File: src/rtl/multicycle_ctrl_if.sv
// Control bundle between the multicycle MIPS controller (master) and its datapath (slave).
// The datapath side supplies opcode, Zero and mem_ready. The controller drives every control strobe back.
interface multicycle_ctrl_if #(
  parameter int COUNT_W = 16
);
  logic [5:0]         opcode;
  logic               Zero;
  logic               mem_ready;
  logic               PCEn;
  logic [1:0]         PCSource;
  logic               IorD;
  logic               MemRead;
  logic               MemWrite;
  logic               IRWrite;
  logic               MemtoReg;
  logic               RegDst;
  logic               RegWrite;
  logic               ALUSrcA;
  logic [1:0]         ALUSrcB;
  logic [1:0]         ALUOp;
  logic               illegal;
  logic [3:0]         state_dbg;
  logic [COUNT_W-1:0] instr_count;

  modport master (
    input  opcode, Zero, mem_ready,
    output PCEn, PCSource, IorD, MemRead, MemWrite, IRWrite, MemtoReg,
           RegDst, RegWrite, ALUSrcA, ALUSrcB, ALUOp, illegal, state_dbg,
           instr_count
  );

  modport slave (
    output opcode, Zero, mem_ready,
    input  PCEn, PCSource, IorD, MemRead, MemWrite, IRWrite, MemtoReg,
           RegDst, RegWrite, ALUSrcA, ALUSrcB, ALUOp, illegal, state_dbg,
           instr_count
  );
endinterface

File: src/rtl/multicycle_ctrl.sv
// Multicycle MIPS main control FSM: Moore-decoded datapath strobes, and a PC enable that is combinational in Zero.
// Each instruction takes 2-5 cycles. The FSM stalls in FETCH, MEMRD and MEMWR until mem_ready is high.
module multicycle_ctrl #(
  parameter int COUNT_W = 16
) (
  input  logic              clk,
  input  logic              rst_n,
  multicycle_ctrl_if.master bus
);

  typedef enum logic [3:0] {
    S_FETCH  = 4'd0,
    S_DECODE = 4'd1,
    S_MEMADR = 4'd2,
    S_MEMRD  = 4'd3,
    S_MEMWB  = 4'd4,
    S_MEMWR  = 4'd5,
    S_REXE   = 4'd6,
    S_RWB    = 4'd7,
    S_BRANCH = 4'd8,
    S_JUMP   = 4'd9,
    S_IEXE   = 4'd10,
    S_IWB    = 4'd11
  } state_t;

  localparam logic [5:0] OP_RTYPE = 6'b000000;
  localparam logic [5:0] OP_LW    = 6'b100011;
  localparam logic [5:0] OP_SW    = 6'b101011;
  localparam logic [5:0] OP_BEQ   = 6'b000100;
  localparam logic [5:0] OP_BNE   = 6'b000101;
  localparam logic [5:0] OP_J     = 6'b000010;
  localparam logic [5:0] OP_ADDI  = 6'b001000;

  state_t             state_q, state_d;
  logic [5:0]         op_q, op_d;
  logic               illegal_q, illegal_d;
  logic [COUNT_W-1:0] cnt_q;

  logic       pc_write, pc_write_cond;
  logic [1:0] pc_source;
  logic       iord, mem_read, mem_write, ir_write;
  logic       memto_reg, reg_dst, reg_write, alu_src_a;
  logic [1:0] alu_src_b, alu_op;
  logic       ne;

  always_ff @(posedge clk or negedge rst_n) begin
    if (!rst_n) begin
      state_q   <= S_FETCH;
      op_q      <= 6'd0;
      illegal_q <= 1'b0;
      cnt_q     <= '0;
    end else begin
      state_q   <= state_d;
      op_q      <= op_d;
      illegal_q <= illegal_d;
      if (state_q == S_FETCH && bus.mem_ready)
        cnt_q <= cnt_q + COUNT_W'(1);
    end
  end

  always_comb begin
    state_d       = S_FETCH;
    op_d          = op_q;
    illegal_d     = 1'b0;
    pc_write      = 1'b0;
    pc_write_cond = 1'b0;
    pc_source     = 2'b00;
    iord          = 1'b0;
    mem_read      = 1'b0;
    mem_write     = 1'b0;
    ir_write      = 1'b0;
    memto_reg     = 1'b0;
    reg_dst       = 1'b0;
    reg_write     = 1'b0;
    alu_src_a     = 1'b0;
    alu_src_b     = 2'b00;
    alu_op        = 2'b00;

    case (state_q)
      S_FETCH: begin
        mem_read  = 1'b1;
        alu_src_b = 2'b01;
        ir_write  = bus.mem_ready;
        pc_write  = bus.mem_ready;
        state_d   = bus.mem_ready ? S_DECODE : S_FETCH;
      end
      S_DECODE: begin
        // ALU precomputes the branch target while the opcode is dispatched.
        alu_src_b = 2'b11;
        op_d      = bus.opcode;
        case (bus.opcode)
          OP_RTYPE:      state_d = S_REXE;
          OP_LW, OP_SW:  state_d = S_MEMADR;
          OP_BEQ, OP_BNE: state_d = S_BRANCH;
          OP_J:          state_d = S_JUMP;
          OP_ADDI:       state_d = S_IEXE;
          default: begin
            state_d   = S_FETCH;
            illegal_d = 1'b1;
          end
        endcase
      end
      S_MEMADR: begin
        alu_src_a = 1'b1;
        alu_src_b = 2'b10;
        state_d   = (op_q == OP_LW) ? S_MEMRD : S_MEMWR;
      end
      S_MEMRD: begin
        mem_read = 1'b1;
        iord     = 1'b1;
        state_d  = bus.mem_ready ? S_MEMWB : S_MEMRD;
      end
      S_MEMWB: begin
        reg_write = 1'b1;
        memto_reg = 1'b1;
      end
      S_MEMWR: begin
        mem_write = 1'b1;
        iord      = 1'b1;
        state_d   = bus.mem_ready ? S_FETCH : S_MEMWR;
      end
      S_REXE: begin
        alu_src_a = 1'b1;
        alu_op    = 2'b10;
        state_d   = S_RWB;
      end
      S_RWB: begin
        reg_write = 1'b1;
        reg_dst   = 1'b1;
      end
      S_IEXE: begin
        alu_src_a = 1'b1;
        alu_src_b = 2'b10;
        state_d   = S_IWB;
      end
      S_IWB: begin
        reg_write = 1'b1;
      end
      S_BRANCH: begin
        alu_src_a     = 1'b1;
        alu_op        = 2'b01;
        pc_source     = 2'b01;
        pc_write_cond = 1'b1;
      end
      S_JUMP: begin
        pc_write  = 1'b1;
        pc_source = 2'b10;
      end
      default: state_d = S_FETCH;
    endcase
  end

  // bne inverts the sense of Zero; op_q still holds the opcode latched in DECODE.
  assign ne = (op_q == OP_BNE);

  assign bus.PCEn        = pc_write | (pc_write_cond & (bus.Zero ^ ne));
  assign bus.PCSource    = pc_source;
  assign bus.IorD        = iord;
  assign bus.MemRead     = mem_read;
  assign bus.MemWrite    = mem_write;
  assign bus.IRWrite     = ir_write;
  assign bus.MemtoReg    = memto_reg;
  assign bus.RegDst      = reg_dst;
  assign bus.RegWrite    = reg_write;
  assign bus.ALUSrcA     = alu_src_a;
  assign bus.ALUSrcB     = alu_src_b;
  assign bus.ALUOp       = alu_op;
  assign bus.illegal     = illegal_q;
  assign bus.state_dbg   = state_q;
  assign bus.instr_count = cnt_q;

endmodule

File: src/flat_wrapper.sv
// flat-port wrapper written by rule: the top's interface ports become plain ports
module multicycle_ctrl_flat 
#(
  parameter int COUNT_W = 16
)
  (clk, rst_n, bus_opcode, bus_Zero, bus_mem_ready, bus_PCEn, bus_PCSource, bus_IorD, bus_MemRead, bus_MemWrite, bus_IRWrite, bus_MemtoReg, bus_RegDst, bus_RegWrite, bus_ALUSrcA, bus_ALUSrcB, bus_ALUOp, bus_illegal, bus_state_dbg, bus_instr_count);
  multicycle_ctrl_if #(.COUNT_W(COUNT_W)) bus_i ();
  input  logic clk;
  input  logic rst_n;
  input wire logic [$bits(bus_i.opcode)-1:0] bus_opcode;
  input wire logic [$bits(bus_i.Zero)-1:0] bus_Zero;
  input wire logic [$bits(bus_i.mem_ready)-1:0] bus_mem_ready;
  output wire logic [$bits(bus_i.PCEn)-1:0] bus_PCEn;
  output wire logic [$bits(bus_i.PCSource)-1:0] bus_PCSource;
  output wire logic [$bits(bus_i.IorD)-1:0] bus_IorD;
  output wire logic [$bits(bus_i.MemRead)-1:0] bus_MemRead;
  output wire logic [$bits(bus_i.MemWrite)-1:0] bus_MemWrite;
  output wire logic [$bits(bus_i.IRWrite)-1:0] bus_IRWrite;
  output wire logic [$bits(bus_i.MemtoReg)-1:0] bus_MemtoReg;
  output wire logic [$bits(bus_i.RegDst)-1:0] bus_RegDst;
  output wire logic [$bits(bus_i.RegWrite)-1:0] bus_RegWrite;
  output wire logic [$bits(bus_i.ALUSrcA)-1:0] bus_ALUSrcA;
  output wire logic [$bits(bus_i.ALUSrcB)-1:0] bus_ALUSrcB;
  output wire logic [$bits(bus_i.ALUOp)-1:0] bus_ALUOp;
  output wire logic [$bits(bus_i.illegal)-1:0] bus_illegal;
  output wire logic [$bits(bus_i.state_dbg)-1:0] bus_state_dbg;
  output wire logic [$bits(bus_i.instr_count)-1:0] bus_instr_count;
  assign bus_i.opcode = bus_opcode;
  assign bus_i.Zero = bus_Zero;
  assign bus_i.mem_ready = bus_mem_ready;
  assign bus_PCEn = bus_i.PCEn;
  assign bus_PCSource = bus_i.PCSource;
  assign bus_IorD = bus_i.IorD;
  assign bus_MemRead = bus_i.MemRead;
  assign bus_MemWrite = bus_i.MemWrite;
  assign bus_IRWrite = bus_i.IRWrite;
  assign bus_MemtoReg = bus_i.MemtoReg;
  assign bus_RegDst = bus_i.RegDst;
  assign bus_RegWrite = bus_i.RegWrite;
  assign bus_ALUSrcA = bus_i.ALUSrcA;
  assign bus_ALUSrcB = bus_i.ALUSrcB;
  assign bus_ALUOp = bus_i.ALUOp;
  assign bus_illegal = bus_i.illegal;
  assign bus_state_dbg = bus_i.state_dbg;
  assign bus_instr_count = bus_i.instr_count;
  multicycle_ctrl #(.COUNT_W(COUNT_W)) u_core (.clk(clk), .rst_n(rst_n), .bus(bus_i));
endmodule
File: config.mk
export PLATFORM = sky130hd
export DESIGN_NAME = multicycle_ctrl_flat
export DESIGN_NICKNAME = d
export VERILOG_FILES = /design/src/rtl/multicycle_ctrl_if.sv /design/src/rtl/multicycle_ctrl.sv /design/src/flat_wrapper.sv
export SDC_FILE = /design/constraint.sdc
export NUM_CORES = 1
export LEC_CHECK = 0
export ABC_AREA = 1
export CAP_MARGIN = 20
export CORE_ASPECT_RATIO = 0.8
export CORE_MARGIN = 4
export CORE_UTILIZATION = 48
export CTS_CLUSTER_DIAMETER = 30
export DETAILED_ROUTE_END_ITERATION = 16
export PLACE_DENSITY = 0.8
export SLEW_MARGIN = 20
export SYNTH_ARGS = -nofsm -noshare
export SYNTH_HDL_FRONTEND = slang
export SYNTH_SLANG_ARGS = --single-unit
File: constraint.sdc
create_clock -name clk -period 1.7 [get_ports clk]
set_clock_uncertainty 0.1 [all_clocks]
set_input_delay 0.34 -clock clk [delete_from_list [all_inputs] [get_ports clk]]
set_output_delay 0.34 -clock clk [all_outputs]
set_load 0.05 [all_outputs]
==> impl_metrics.xml <==
<?xml version="1.0" encoding="UTF-8"?>
<metrics>
  <group name="job">
    <metric name="maxCapViolCount" unit="">0</metric>
  </group>
  <group name="floorplanning">
    <metric name="ioPinCount" unit="">46</metric>
    <metric name="num_rows" unit="">18</metric>
    <metric name="die_outline_height" unit="um">60.55</metric>
    <metric name="start_util" unit="">0.5180</metric>
    <metric name="die_width" unit="um">73.68</metric>
    <metric name="floorplan.core_area" unit="um^2">3198</metric>
    <metric name="die_area" unit="um^2">4461</metric>
  </group>
  <group name="status">
    <metric name="violated_checks" unit="">setup timing</metric>
    <metric name="result_of_the_run" unit="">complete, but fails checks</metric>
  </group>
  <group name="finish">
    <metric name="areaGrowthSynthToFinish" unit="%">79.76</metric>
    <metric name="multi_input_comb_area" unit="um^2">1011</metric>
    <metric name="post_route_cells_drive_above_1_share" unit="">0.3829</metric>
    <metric name="fillerInstances" unit="">98</metric>
    <metric name="antenna_cells" unit="">0</metric>
    <metric name="nets" unit="">328</metric>
    <metric name="register_area" unit="um^2">683.2</metric>
    <metric name="finish.instance_area" unit="um^2">2978</metric>
  </group>
  <group name="timing">
    <metric name="fmax" unit="MHz">490.5</metric>
    <metric name="timing.final.crit_share" unit="">1.199</metric>
    <metric name="timing.slew.headroom" unit="">0.7102</metric>
    <metric name="rsz_0062_raised_after_global_routing" unit="">true</metric>
    <metric name="worst_slew_pin_slew" unit="ns">0.4302</metric>
    <metric name="setup_viol" unit="">18</metric>
    <metric name="postLayoutSetupSlackWorst" unit="ns">-0.3386</metric>
    <metric name="setup_tns" unit="ns">-3.488</metric>
    <metric name="hold_violations" unit="">0</metric>
    <metric name="slew_viol_final" unit="">0</metric>
    <metric name="finalCriticalPeriod" unit="ns">2.039</metric>
  </group>
  <group name="clocking">
    <metric name="hold_buffers" unit="">0</metric>
    <metric name="clk_pin_slew" unit="ns">0.11</metric>
    <metric name="clockRootBuffer" unit="">clkbuf_8</metric>
    <metric name="tritoncts_clock_tree" unit="">done</metric>
    <metric name="clkSinkCount" unit="">27</metric>
    <metric name="h-tree-depth" unit="">1</metric>
    <metric name="clock_path_buffers" unit="">2</metric>
    <metric name="cts_inserted_buffers" unit="">3</metric>
    <metric name="clk_latency" unit="ns">0.28</metric>
  </group>
  <group name="global_route">
    <metric name="grt_first_pass_wirelength" unit="mm">9.459</metric>
    <metric name="antenna_found_initial" unit="">0</metric>
    <metric name="first_global_vias" unit="">1901</metric>
    <metric name="globalRoute.totalOverflow" unit="">0</metric>
    <metric name="grt_max_degree" unit="">28</metric>
    <metric name="grt_use_total" unit="">0.2771</metric>
  </group>
  <group name="setup_path">
    <metric name="cp-start-kind" unit="">flop</metric>
    <metric name="setup.reg_to_reg.worst_slack" unit="ns">-0.12</metric>
    <metric name="critical_path.slowest_cell" unit="">dfrtp_2</metric>
    <metric name="worst_r2r_end" unit="">u_core.bus.instr_count[15]</metric>
    <metric name="crit_chain" unit="">inv_1, nor2_2, inv_2, o21ai_2, o21bai_4, buf_12</metric>
    <metric name="timing.setup.critical_path_class" unit="">flop to primary output</metric>
    <metric name="worst_path_largest_cell_delay" unit="ns">0.47</metric>
    <metric name="r2r-start" unit="">u_core.bus.instr_count[2]</metric>
    <metric name="reg2regPathDepth" unit="">7</metric>
    <metric name="critPathMaxFanout" unit="">4</metric>
    <metric name="endpoint_kind" unit="">primary output</metric>
    <metric name="critPathArrivalTime" unit="ns">1.60</metric>
    <metric name="required_time_of_the_critical_path" unit="ns">1.26</metric>
  </group>
  <group name="hold_path">
    <metric name="hp-class" unit="">primary input to async pin</metric>
  </group>
  <group name="logic_synthesis">
    <metric name="postSynthRegisterBits" unit="">27</metric>
    <metric name="synth_area" unit="um^2">1657</metric>
    <metric name="synth.avg_cell_area" unit="um^2">6.960</metric>
    <metric name="synthesis.instances" unit="">238</metric>
    <metric name="synth_sequential_area_ratio" unit="">0.4079</metric>
    <metric name="ys_types" unit="">24</metric>
    <metric name="synth.yosys.warnings" unit="">0</metric>
    <metric name="synth_fp_nets" unit="">249</metric>
  </group>
  <group name="placement">
    <metric name="placement.cell_area" unit="um^2">2686</metric>
    <metric name="detailed_place_hpwl" unit="mm">3.825</metric>
    <metric name="final_wtd_congestion" unit="">0.8327</metric>
    <metric name="port_buffer_count" unit="">45</metric>
  </group>
  <group name="drt">
    <metric name="wl" unit="mm">7.736</metric>
    <metric name="drc" unit="">0</metric>
    <metric name="avgViaCountPerCell" unit="">6.292</metric>
    <metric name="first_iter_violations" unit="">311</metric>
    <metric name="ant_nets" unit="">0</metric>
    <metric name="routed-via-count" unit="">2240</metric>
    <metric name="drt-wirelength-per-cell" unit="um">21.73</metric>
    <metric name="drt_pass1_iterations" unit="">5</metric>
  </group>
  <group name="power_and_ir_drop">
    <metric name="power_density" unit="nW/um^2">1025</metric>
    <metric name="ir_drop" unit="mV">0.6926</metric>
    <metric name="total_leakage_power" unit="nW">1.379</metric>
  </group>
</metrics>
[power by group]
part | switching, W | internal [W]
clock | 0.000218 | 0.000165
sequential | 0.000228 | 0.000786
combinational | 0.000950 | 0.000704
total | 0.00140 | 0.00165
[repair_timing]
action / in CTS / in global routing
buffers inserted: 9 / 7
endpoints found under the hold margin: 0 / 0
cloned: 0 / 0
setup endpoints to repair: 15 / 21
resized for setup: 22 / 17
pin swaps: 8 / 5
[Yosys cell counts, drive strengths merged]
cell / number / area share
nand2: 82 / 0.19
nor2: 44 / 0.12
inv: 30 / 0.068
dfrtp: 27 / 0.41
o21ai: 14 / 0.042
nand3: 12 / 0.039
nand4: 8 / 0.030
nor3: 5 / 0.015
xnor2: 5 / 0.026
nand3b: 3 / 0.014
xor2: 3 / 0.016
buf: 2 / 0.011
a21oi: 1 / 0.0030
ha: 1 / 0.0076
o21bai: 1 / 0.0045
[placed cells by master, fill, tap and decap left out, types with 2 or more instances in the layout]
cell             netlist  layout
nand2_1               80      73
buf_12                 0      36
nor2_1                38      26
buf_4                  1      25
dfrtp_1               27      21
inv_1                 29      20
nor2_4                 2      11
nand3_1               11      10
clkdlybuf4s50_1        0       9
inv_2                  1       8
nand4_1                8       8
o21ai_0               10       7
nor2_2                 3       6
dfrtp_2                0       6
nand2_2                1       5
o21ai_1                4       5
xnor2_1                5       5
buf_6                  1       5
nand2_4                1       4
nor3_1                 5       4
nand3b_1               3       3
xor2_1                 3       3
clkbuf_8               0       3
inv_4                  0       2
nand3_4                0       2
[flip-flops by register name, indices dropped and copies added, names as in the netlist]
name,flops
u_core.bus.instr_count,16
u_core.op_q,6
u_core.bus.state_dbg,4
u_core.bus.illegal,1
[metrics by stage]
stage	hold slack (ns)	power, W	utilization	setup WS (ns)	instances
finish	0.3220	0.003051	0.9311	-0.3386	356
global route	0.3741	0.003155	0.9311	-0.3838	356
CTS	0.3409	0.002826	0.8955	-0.2033	349
detailed placement	0.3929	0.002430	0.8400	-0.2242	336
global placement	0.3889	0.002379	0.8400	-0.2052	336
floorplan	-0.05559	0.001707	-	-0.2688	238
[worst max-delay path: cells and delay by family (launching register included)]
family / cells / cell delay, ns
buffers and inverters: 3 / 0.36
AO/OA/AOI/OAI: 2 / 0.31
flip-flops: 1 / 0.47
AND/OR/NAND/NOR: 1 / 0.17
[worst max-delay path by stage]
stage	from	end	slack (ns)	cells past startpoint
4_1_cts	u_core.bus.state_dbg[1]	bus_PCEn	-0.20	6
2_1_floorplan	u_core.bus.state_dbg[0]	bus_PCEn	-0.27	5
6_report	u_core.bus.state_dbg[0]	bus_PCEn	-0.34	6
5_1_grt	u_core.bus.state_dbg[0]	bus_ALUSrcB[1]	-0.38	7
3_3_place_gp	bus_mem_ready	bus_PCEn	-0.21	7
3_5_place_dp	bus_mem_ready	bus_PCEn	-0.22	7
[final cells by class]
cell class	instances	area share
clock inverters	1	0.001681
well taps	40	0.01681
clock buffers	3	0.01387
repair buffers	76	0.3592
multi-input cells	179	0.3395
flip-flops and latches	27	0.2294
inverters	30	0.03950
[per-layer routing]
layer / vias to the layer above / GRT usage / wire length [um]
met2: 227 / 0.4811 / 3616
li1: 906 / - / -
met5: - / 0 / 0
met4: 0 / 0.08527 / 519
met3: 72 / 0.04801 / 907
met1: 1035 / 0.3558 / 2693
[kinds of logic after synthesis]
group	after synthesis	share of synthesized area
AOI/OAI and AO/OA	16	0.04985
xor gates and xnor gates	8	0.04230
adders and majority gates	1	0.007552
buffers and inverters	32	0.07930
DFF	27	0.4079
and+or+nand+nor	154	0.4131
(Power assumes the default switching activity.)
